**src/rtl/vc_val_rdy_to_val_credit_multi_adapter_if.sv**
```systemverilog
// Bundle of the per-channel valid/ready inputs, the credited link output and the credit bookkeeping
// outputs of the multi-channel val/rdy to val/credit adapter.
interface vc_val_rdy_to_val_credit_multi_adapter_if #(
    parameter int MSG_SZ          = 32,
    parameter int NUM_CHAN        = 2,
    parameter int CHAN_SZ         = 1,
    parameter int CREDIT_COUNT_SZ = 3
);
    logic [NUM_CHAN*MSG_SZ-1:0]          i_msg;
    logic [NUM_CHAN-1:0]                 i_val;
    logic [NUM_CHAN-1:0]                 o_rdy;
    logic [MSG_SZ-1:0]                   o_msg;
    logic [CHAN_SZ-1:0]                  o_chan;
    logic                                o_val;
    logic [NUM_CHAN-1:0]                 i_credit;
    logic [NUM_CHAN*CREDIT_COUNT_SZ-1:0] o_credit_count;
    logic                                o_overflow;

    // Master is the environment: it offers messages and returns credits.
    modport master (
        output i_msg, i_val, i_credit,
        input  o_rdy, o_msg, o_chan, o_val, o_credit_count, o_overflow
    );

    modport slave (
        input  i_msg, i_val, i_credit,
        output o_rdy, o_msg, o_chan, o_val, o_credit_count, o_overflow
    );
endinterface

```
**src/rtl/vc_val_rdy_to_val_credit_multi_adapter.sv**
```systemverilog
// Multiplexes NUM_CHAN val/rdy input channels onto one registered val/credit link, with a
// round-robin arbiter and per-channel credit counters guarding each virtual channel.
module vc_val_rdy_to_val_credit_multi_adapter #(
    parameter int MSG_SZ           = 32,
    parameter int NUM_CHAN         = 2,
    parameter int CHAN_SZ          = 1,
    parameter int MAX_CREDIT_COUNT = 4,
    parameter int CREDIT_COUNT_SZ  = 3
) (
    input  logic clk,
    input  logic reset,
    vc_val_rdy_to_val_credit_multi_adapter_if.slave bus
);
    localparam logic [CREDIT_COUNT_SZ-1:0] MAX_CNT   = CREDIT_COUNT_SZ'(MAX_CREDIT_COUNT);
    localparam logic [CHAN_SZ-1:0]         LAST_CHAN = CHAN_SZ'(NUM_CHAN - 1);

    logic [NUM_CHAN-1:0] eligible;
    logic [NUM_CHAN-1:0] above_ptr;
    logic [NUM_CHAN-1:0] hi_req;
    logic [NUM_CHAN-1:0] req;
    logic [NUM_CHAN-1:0] grant;
    logic [NUM_CHAN-1:0] ovf_hit;
    logic [CHAN_SZ-1:0]  grant_idx;
    logic                any_grant;

    logic [CHAN_SZ-1:0]  ptr_q,  ptr_d;
    logic [MSG_SZ-1:0]   msg_q,  msg_d;
    logic [CHAN_SZ-1:0]  chan_q, chan_d;
    logic                val_q,  val_d;
    logic                ovf_q,  ovf_d;

    // Per-channel eligibility, priority mask and credit counter.
    for (genvar gi = 0; gi < NUM_CHAN; gi++) begin : g_chan
        logic [CREDIT_COUNT_SZ-1:0] cnt_q, cnt_d;
        logic                       ovf_c;

        assign eligible[gi]  = bus.i_val[gi] && (cnt_q != '0);
        assign above_ptr[gi] = (CHAN_SZ'(gi) >= ptr_q);

        // A send and a returned credit in the same cycle cancel out.
        always_comb begin
            cnt_d = cnt_q;
            ovf_c = 1'b0;
            if (grant[gi] && !bus.i_credit[gi]) begin
                cnt_d = cnt_q - CREDIT_COUNT_SZ'(1);
            end else if (!grant[gi] && bus.i_credit[gi]) begin
                if (cnt_q == MAX_CNT) begin
                    ovf_c = 1'b1;
                end else begin
                    cnt_d = cnt_q + CREDIT_COUNT_SZ'(1);
                end
            end
        end

        always_ff @(posedge clk or negedge reset) begin
            if (!reset) begin
                cnt_q <= MAX_CNT;
            end else begin
                cnt_q <= cnt_d;
            end
        end

        assign ovf_hit[gi] = ovf_c;
        assign bus.o_credit_count[gi*CREDIT_COUNT_SZ +: CREDIT_COUNT_SZ] = cnt_q;
        assign bus.o_rdy[gi] = grant[gi];
    end

    // Round robin: prefer requesters at or above ptr, otherwise wrap to the lowest requester.
    always_comb begin
        hi_req    = eligible & above_ptr;
        req       = (hi_req != '0) ? hi_req : eligible;
        grant     = req & (~req + NUM_CHAN'(1));
        any_grant = |req;
        grant_idx = '0;
        for (int i = 0; i < NUM_CHAN; i++) begin
            if (grant[i]) begin
                grant_idx = CHAN_SZ'(i);
            end
        end
    end

    always_comb begin
        msg_d  = msg_q;
        chan_d = chan_q;
        ptr_d  = ptr_q;
        val_d  = any_grant;
        ovf_d  = ovf_q | (|ovf_hit);
        for (int i = 0; i < NUM_CHAN; i++) begin
            if (grant[i]) begin
                msg_d = bus.i_msg[i*MSG_SZ +: MSG_SZ];
            end
        end
        if (any_grant) begin
            chan_d = grant_idx;
            ptr_d  = (grant_idx == LAST_CHAN) ? '0 : grant_idx + CHAN_SZ'(1);
        end
    end

    always_ff @(posedge clk or negedge reset) begin
        if (!reset) begin
            ptr_q  <= '0;
            msg_q  <= '0;
            chan_q <= '0;
            val_q  <= 1'b0;
            ovf_q  <= 1'b0;
        end else begin
            ptr_q  <= ptr_d;
            msg_q  <= msg_d;
            chan_q <= chan_d;
            val_q  <= val_d;
            ovf_q  <= ovf_d;
        end
    end

    assign bus.o_msg      = msg_q;
    assign bus.o_chan     = chan_q;
    assign bus.o_val      = val_q;
    assign bus.o_overflow = ovf_q;

endmodule

```
**src/flat_wrapper.sv**
```systemverilog
// flat-port wrapper written by rule: the top's interface ports become plain ports
module vc_val_rdy_to_val_credit_multi_adapter_flat 
#(
    parameter int MSG_SZ           = 32,
    parameter int NUM_CHAN         = 2,
    parameter int CHAN_SZ          = 1,
    parameter int MAX_CREDIT_COUNT = 4,
    parameter int CREDIT_COUNT_SZ  = 3
)
  (clk, reset, bus_i_msg, bus_i_val, bus_i_credit, bus_o_rdy, bus_o_msg, bus_o_chan, bus_o_val, bus_o_credit_count, bus_o_overflow);
  vc_val_rdy_to_val_credit_multi_adapter_if #(.MSG_SZ(MSG_SZ), .NUM_CHAN(NUM_CHAN), .CHAN_SZ(CHAN_SZ), .CREDIT_COUNT_SZ(CREDIT_COUNT_SZ)) bus_i ();
  input  logic clk;
  input  logic reset;
  input wire logic [$bits(bus_i.i_msg)-1:0] bus_i_msg;
  input wire logic [$bits(bus_i.i_val)-1:0] bus_i_val;
  input wire logic [$bits(bus_i.i_credit)-1:0] bus_i_credit;
  output wire logic [$bits(bus_i.o_rdy)-1:0] bus_o_rdy;
  output wire logic [$bits(bus_i.o_msg)-1:0] bus_o_msg;
  output wire logic [$bits(bus_i.o_chan)-1:0] bus_o_chan;
  output wire logic [$bits(bus_i.o_val)-1:0] bus_o_val;
  output wire logic [$bits(bus_i.o_credit_count)-1:0] bus_o_credit_count;
  output wire logic [$bits(bus_i.o_overflow)-1:0] bus_o_overflow;
  assign bus_i.i_msg = bus_i_msg;
  assign bus_i.i_val = bus_i_val;
  assign bus_i.i_credit = bus_i_credit;
  assign bus_o_rdy = bus_i.o_rdy;
  assign bus_o_msg = bus_i.o_msg;
  assign bus_o_chan = bus_i.o_chan;
  assign bus_o_val = bus_i.o_val;
  assign bus_o_credit_count = bus_i.o_credit_count;
  assign bus_o_overflow = bus_i.o_overflow;
  vc_val_rdy_to_val_credit_multi_adapter #(.MSG_SZ(MSG_SZ), .NUM_CHAN(NUM_CHAN), .CHAN_SZ(CHAN_SZ), .MAX_CREDIT_COUNT(MAX_CREDIT_COUNT), .CREDIT_COUNT_SZ(CREDIT_COUNT_SZ)) u_core (.clk(clk), .reset(reset), .bus(bus_i));
endmodule
```
**config.mk**
```make
export PLATFORM = sky130hd
export DESIGN_NAME = vc_val_rdy_to_val_credit_multi_adapter_flat
export DESIGN_NICKNAME = d
export VERILOG_FILES = /design/src/rtl/vc_val_rdy_to_val_credit_multi_adapter_if.sv /design/src/rtl/vc_val_rdy_to_val_credit_multi_adapter.sv /design/src/flat_wrapper.sv
export SDC_FILE = /design/constraint.sdc
export NUM_CORES = 1
export LEC_CHECK = 0
export ABC_CLOCK_PERIOD_IN_PS = 5480
export BUFFER_PORTS_ARGS = -buffer_cell sky130_fd_sc_hd__buf_2
export CORE_ASPECT_RATIO = 0.5
export CORE_MARGIN = 2
export CORE_UTILIZATION = 45
export DETAILED_ROUTE_END_ITERATION = 10
export PLACE_DENSITY = 0.81
export SLEW_MARGIN = 20
export SYNTH_ARGS = -nofsm -noshare
export SYNTH_HDL_FRONTEND = slang
export SYNTH_SLANG_ARGS = --single-unit
```
**constraint.sdc**
```tcl
create_clock -name clk -period 5.48 [get_ports clk]
set_clock_uncertainty 0.15 [all_clocks]
set_input_delay 0.548 -clock clk [delete_from_list [all_inputs] [get_ports clk]]
set_output_delay 0.548 -clock clk [all_outputs]
set_load 0.02 [all_outputs]
```
==> results.md <==
- The number of pins with negative max-slew slack in the final report was 0.
- After detailed placement, the total cell area comes to about 0.0026 mm².
- In this run the mean area of a mapped cell was a little under 10 µm².
- Input and output buffers added on the ports amount to roughly 110.
- The cell sitting at the root of the clock tree is a clkbuf_8.
- In this run the count of I/O pins placed on the die edge is 113.
- The simple logic cell fraction of the synthesized area is ~16%.
- Among all flip-flop cells after synthesis, the most frequent one is dfrtp_1.
- The final-layout setup total negative slack is 0 ns.
- In the final routed layout, each cell accounts on average for about 13 µm.
- The length in cells of the worst reg-to-reg path is 10.
- The number of max-cap violations is 0.
- The worst setup path is launched from a flop.
- The sequential-to-total area share from yosys stat is roughly half.
- The critical-path maximum fanout is 10.
- The cell family contributing the most delay on the critical path is compound AO/OA/AOI/OAI gates.
- In this design, the stage delay of the slowest critical-path cell is approximately 0.48 ns.
- After technology mapping, the gate count stands at about 210.
- The clock drives between 40 and 50 sinks.
- The floorplan die area is a little over 0.005 mm².
- After layout, the worst setup slack is 2.95 ns.
- The post-synthesis mux area share is less than 1%.
- In the synthesized netlist, the cells that appear most often are 71 x nor2_1, 40 x dfrtp_1, 23 x o22ai_1, 10 x o22ai_2, 8 x inv_1.
- For this run the aggregate overflow at the end of global routing stands at 0.
- The vertical die dimension is ~52 µm.
- For this run, the total global-route usage over all layers was measured as 19.4%.
- After synthesis the cells add up to ~0.0020 mm².
- The internal reg-to-reg setup slack is 2.95 ns.
- Dividing the final minimum period by the clock period gives 46.1%.
- The die is between 90 and 100 µm wide.
- At the later pin of the worst-skew pair, clock insertion delay measures a little under 0.3 ns.
- The combined buffer and inverter count along the critical path is 2.
- The total power consumption of the routed design is 1.57 mW.
- The routability-driven placement congestion ratio is ~0.8.
- The DRC marker count from the first detailed-route iteration is 59.
- The path class of the tightest hold or removal check is input port to async pin.
- VDD sags by at most 0.000228 V.
- Synthesis inferred 42 register bits.
- The count of standard-cell rows is 17.
- For this block, the routed nets add up to slightly below 5000 µm of wire.
- The region available for standard cell placement spans roughly 0.0044 mm².
- The worst hold slack after final layout is ~0.22 ns.
- The setup slack after placement is between 2 and 3 ns.
- The number of antenna diodes in the final layout is 0.
- The final routed DRC violation total is 0.
- The CTS tree is built.
- Tracing the worst setup path back leads to its startpoint at u_core.g_chan[1].cnt_q[1]$_DFFE_PN0P_.
- At the worst endpoint, the arrival time is 2.59 ns.
- The total power divided by cell area is 585 mW/mm².
- The netlist uses 34 different library cells.
- The routed via count is between 1,500 and 2,000.
- The minimum period implied by the final worst setup slack is 2.53 ns.
- The sum of net half-perimeters after detailed placement is about 3700 µm.
- The area of all placed cells without fillers is 0.00269 mm².
- At the pin with the least slew margin, the transition time is about 0.87 ns.
- The final number of hold-violating endpoints is 0.
- In this run the number of H-tree levels came out at 2.
- Setup violations remaining at the end of the flow were counted as 0.
- Using the TritonRoute via totals, the vias-per-cell ratio works out to between 5 and 6.
- The count of flip-flops with a built-in enable after synthesis is 0.
- After synthesis, the largest family of logic cells by area is compound AO/OA/AOI/OAI gates.
- The flow ran to the end, and the final reports show no timing, DRC or antenna violations.
- The final standard cell count with taps included and fillers excluded is roughly 370.
- Summed over all instances, the cell type with the most area after synthesis is dfrtp_1.
- The post-synthesis share of cell area spent on xor and xnor gates is less than 1%.
- Data on the critical path is required at its endpoint by about 5.6 ns.
- After Yosys synthesis, full adders, half adders and majority gates account for under 10% of the synthesized area.
- The startpoint of the worst register-to-register path is u_core.g_chan[1].cnt_q[1]$_DFFE_PN0P_.
- The net total in the final layout is 390.
- For this design the static power due to leakage is between 1 and 1.5 nW.
- Entering global routing, the biggest net connects 43 pins.
- The effective utilization at floorplan is 46.7%.
- Timing would allow up to a little under 400 MHz.
- The number of antenna violations at the first check in global routing is 0.
- The first global-routing pass estimated roughly 7900 µm of wire.
- Setup repair after global routing left no endpoint under its margin.
- The filler cells instantiated in the layout total 376.
- The endpoint of the most critical register-to-register path is u_core.g_chan[0].cnt_q[2]$_DFFE_PN1P_.
- In this run the remaining antenna-violating nets after routing total 0.
- The critical setup path kind is flop to flop.
- The worst setup path is captured at a flop.
- The share of final-layout standard cells stronger than drive strength 1 is between 40% and 50%.
- The number of buffers created by CTS is 5.
- The slowest stage of the critical path belongs to the cell dfrtp_1.
- The number of search-and-repair iterations in the first detailed-routing pass is 4.
- After synthesis, the cell types taking the most area are dfrtp_1 49%, nor2_1 13%, o22ai_1 7.0%.
- The leading cell type by number of instances after synthesis is nor2_1.
- The buffer levels on the longest clock path is 2.
- The setup fix buffers added after clock tree synthesis is 0.
- At the end of the flow the core is filled with cells to around 61%.
- The total instance count after detailed placement is 366.
- The cts-stage hold buffer count is 0.
- The number of synthesis warnings is 0.
- The critical path goes through o31a_1 > a21o_1 > inv_1 > ha_1 > inv_1 > fa_1 > nor2_1 > o21ai_0 > a21oi_1 > a21oi_1.
- Clock-pin slew was measured on the worst setup and hold paths at approximately 0.080 ns.
- The area fraction in compound gates after synthesis is 21.7%.
- After clock tree synthesis, the repair step resized 0 gates.
- The async set-or-reset flop fraction in the synthesized netlist is 100%.
- In this run the tightest slew margin relative to its limit is 41.7%.
- The net count of the mapped netlist is roughly 280.
- The number of global-route vias before repair is ~1,900.
- From synthesis to final layout, the design area changed by 31.3%.
- Summed over its instances, the top area cell type makes up around half of the synthesized netlist area.
==> logic make-up after synthesis <==
kind of cell	after synthesis
and+or+nand+nor	81
AOI/OAI and AO/OA	56
DFF	42
buffers and inverters	21
adders and majority gates	4
xor gates and xnor gates	2
muxes	2
==> worst register-to-register path: stages, from the launching register on <==
cell and delay, ns:
dfrtp_1 0.48, o31a_1 0.37, a21o_1 0.21, inv_1 0.08, ha_1 0.19, inv_1 0.10, fa_1 0.39, nor2_1 0.13
o21ai_0 0.12, a21oi_1 0.14, a21oi_1 0.08
==> flip-flops by register name, summed over array words and instances (netlist names) <==
signal,flops
u_core.bus.o_msg,32
u_core.g_chan.cnt_q,6
u_core.bus.o_val,1
u_core.bus.o_overflow,1
u_core.ptr_q,1
u_core.bus.o_chan,1
==> placed cells by master (no fill, tap or decap), types with 2 or more instances in the layout <==
| cell type | instances |
|---|---|
| a21oi_1 | 5 |
| a22oi_1 | 2 |
| buf_2 | 112 |
| buf_4 | 2 |
| clkbuf_8 | 6 |
| dfrtp_1 | 40 |
| dfstp_2 | 2 |
| ha_1 | 3 |
| inv_1 | 8 |
| mux2i_1 | 2 |
| nand2_1 | 2 |
| nand2b_1 | 3 |
| nand3_1 | 3 |
| nor2_1 | 71 |
| o21ai_0 | 4 |
| o22ai_1 | 23 |
| o22ai_2 | 10 |
| o41ai_1 | 2 |
==> report_power, final <==
part,internal [mW],switching (mW)
clock network,0.101,0.103
registers,0.461,0.125
logic,0.286,0.495
==> how the worst max path moves through the flow <==
stage                     cells past startpoint  slack, ns                                     to
after floorplan                              13       2.69  u_core.g_chan[0].cnt_q[2]$_DFFE_PN1P_
after global placement                       10       3.15  u_core.g_chan[0].cnt_q[2]$_DFFE_PN1P_
after detailed placement                     10       2.99  u_core.g_chan[0].cnt_q[2]$_DFFE_PN1P_
after CTS                                    10       2.97  u_core.g_chan[0].cnt_q[2]$_DFFE_PN1P_
after global routing                         10       2.77  u_core.g_chan[0].cnt_q[2]$_DFFE_PN1P_
final                                        10       2.95  u_core.g_chan[0].cnt_q[2]$_DFFE_PN1P_
==> routing by layer <==
layer | vias to the layer above | routed length (µm) | global-route usage, %
li1 | 942 | - | -
met1 | 936 | 2110 | 22.6
met2 | 49 | 2550 | 36.1
met3 | 10 | 210 | 4.17
met4 | 0 | 82 | 7.08
met5 | - | 0 | 0
==> layout make-up <==
class / count / area [µm²] / share of cell area, %
Timing Repair Buffer: 114 / 576 / 21.4
Multi-Input combinational cell: 145 / 860 / 32.0
Clock inverter: 2 / 12.5 / 0.466
Inverter: 8 / 30.0 / 1.12
Sequential cell: 42 / 1050 / 39.2
Tap cell: 57 / 71.3 / 2.66
Clock buffer: 6 / 82.6 / 3.08
No activity file was read; power rests on OpenSTA's default activity.
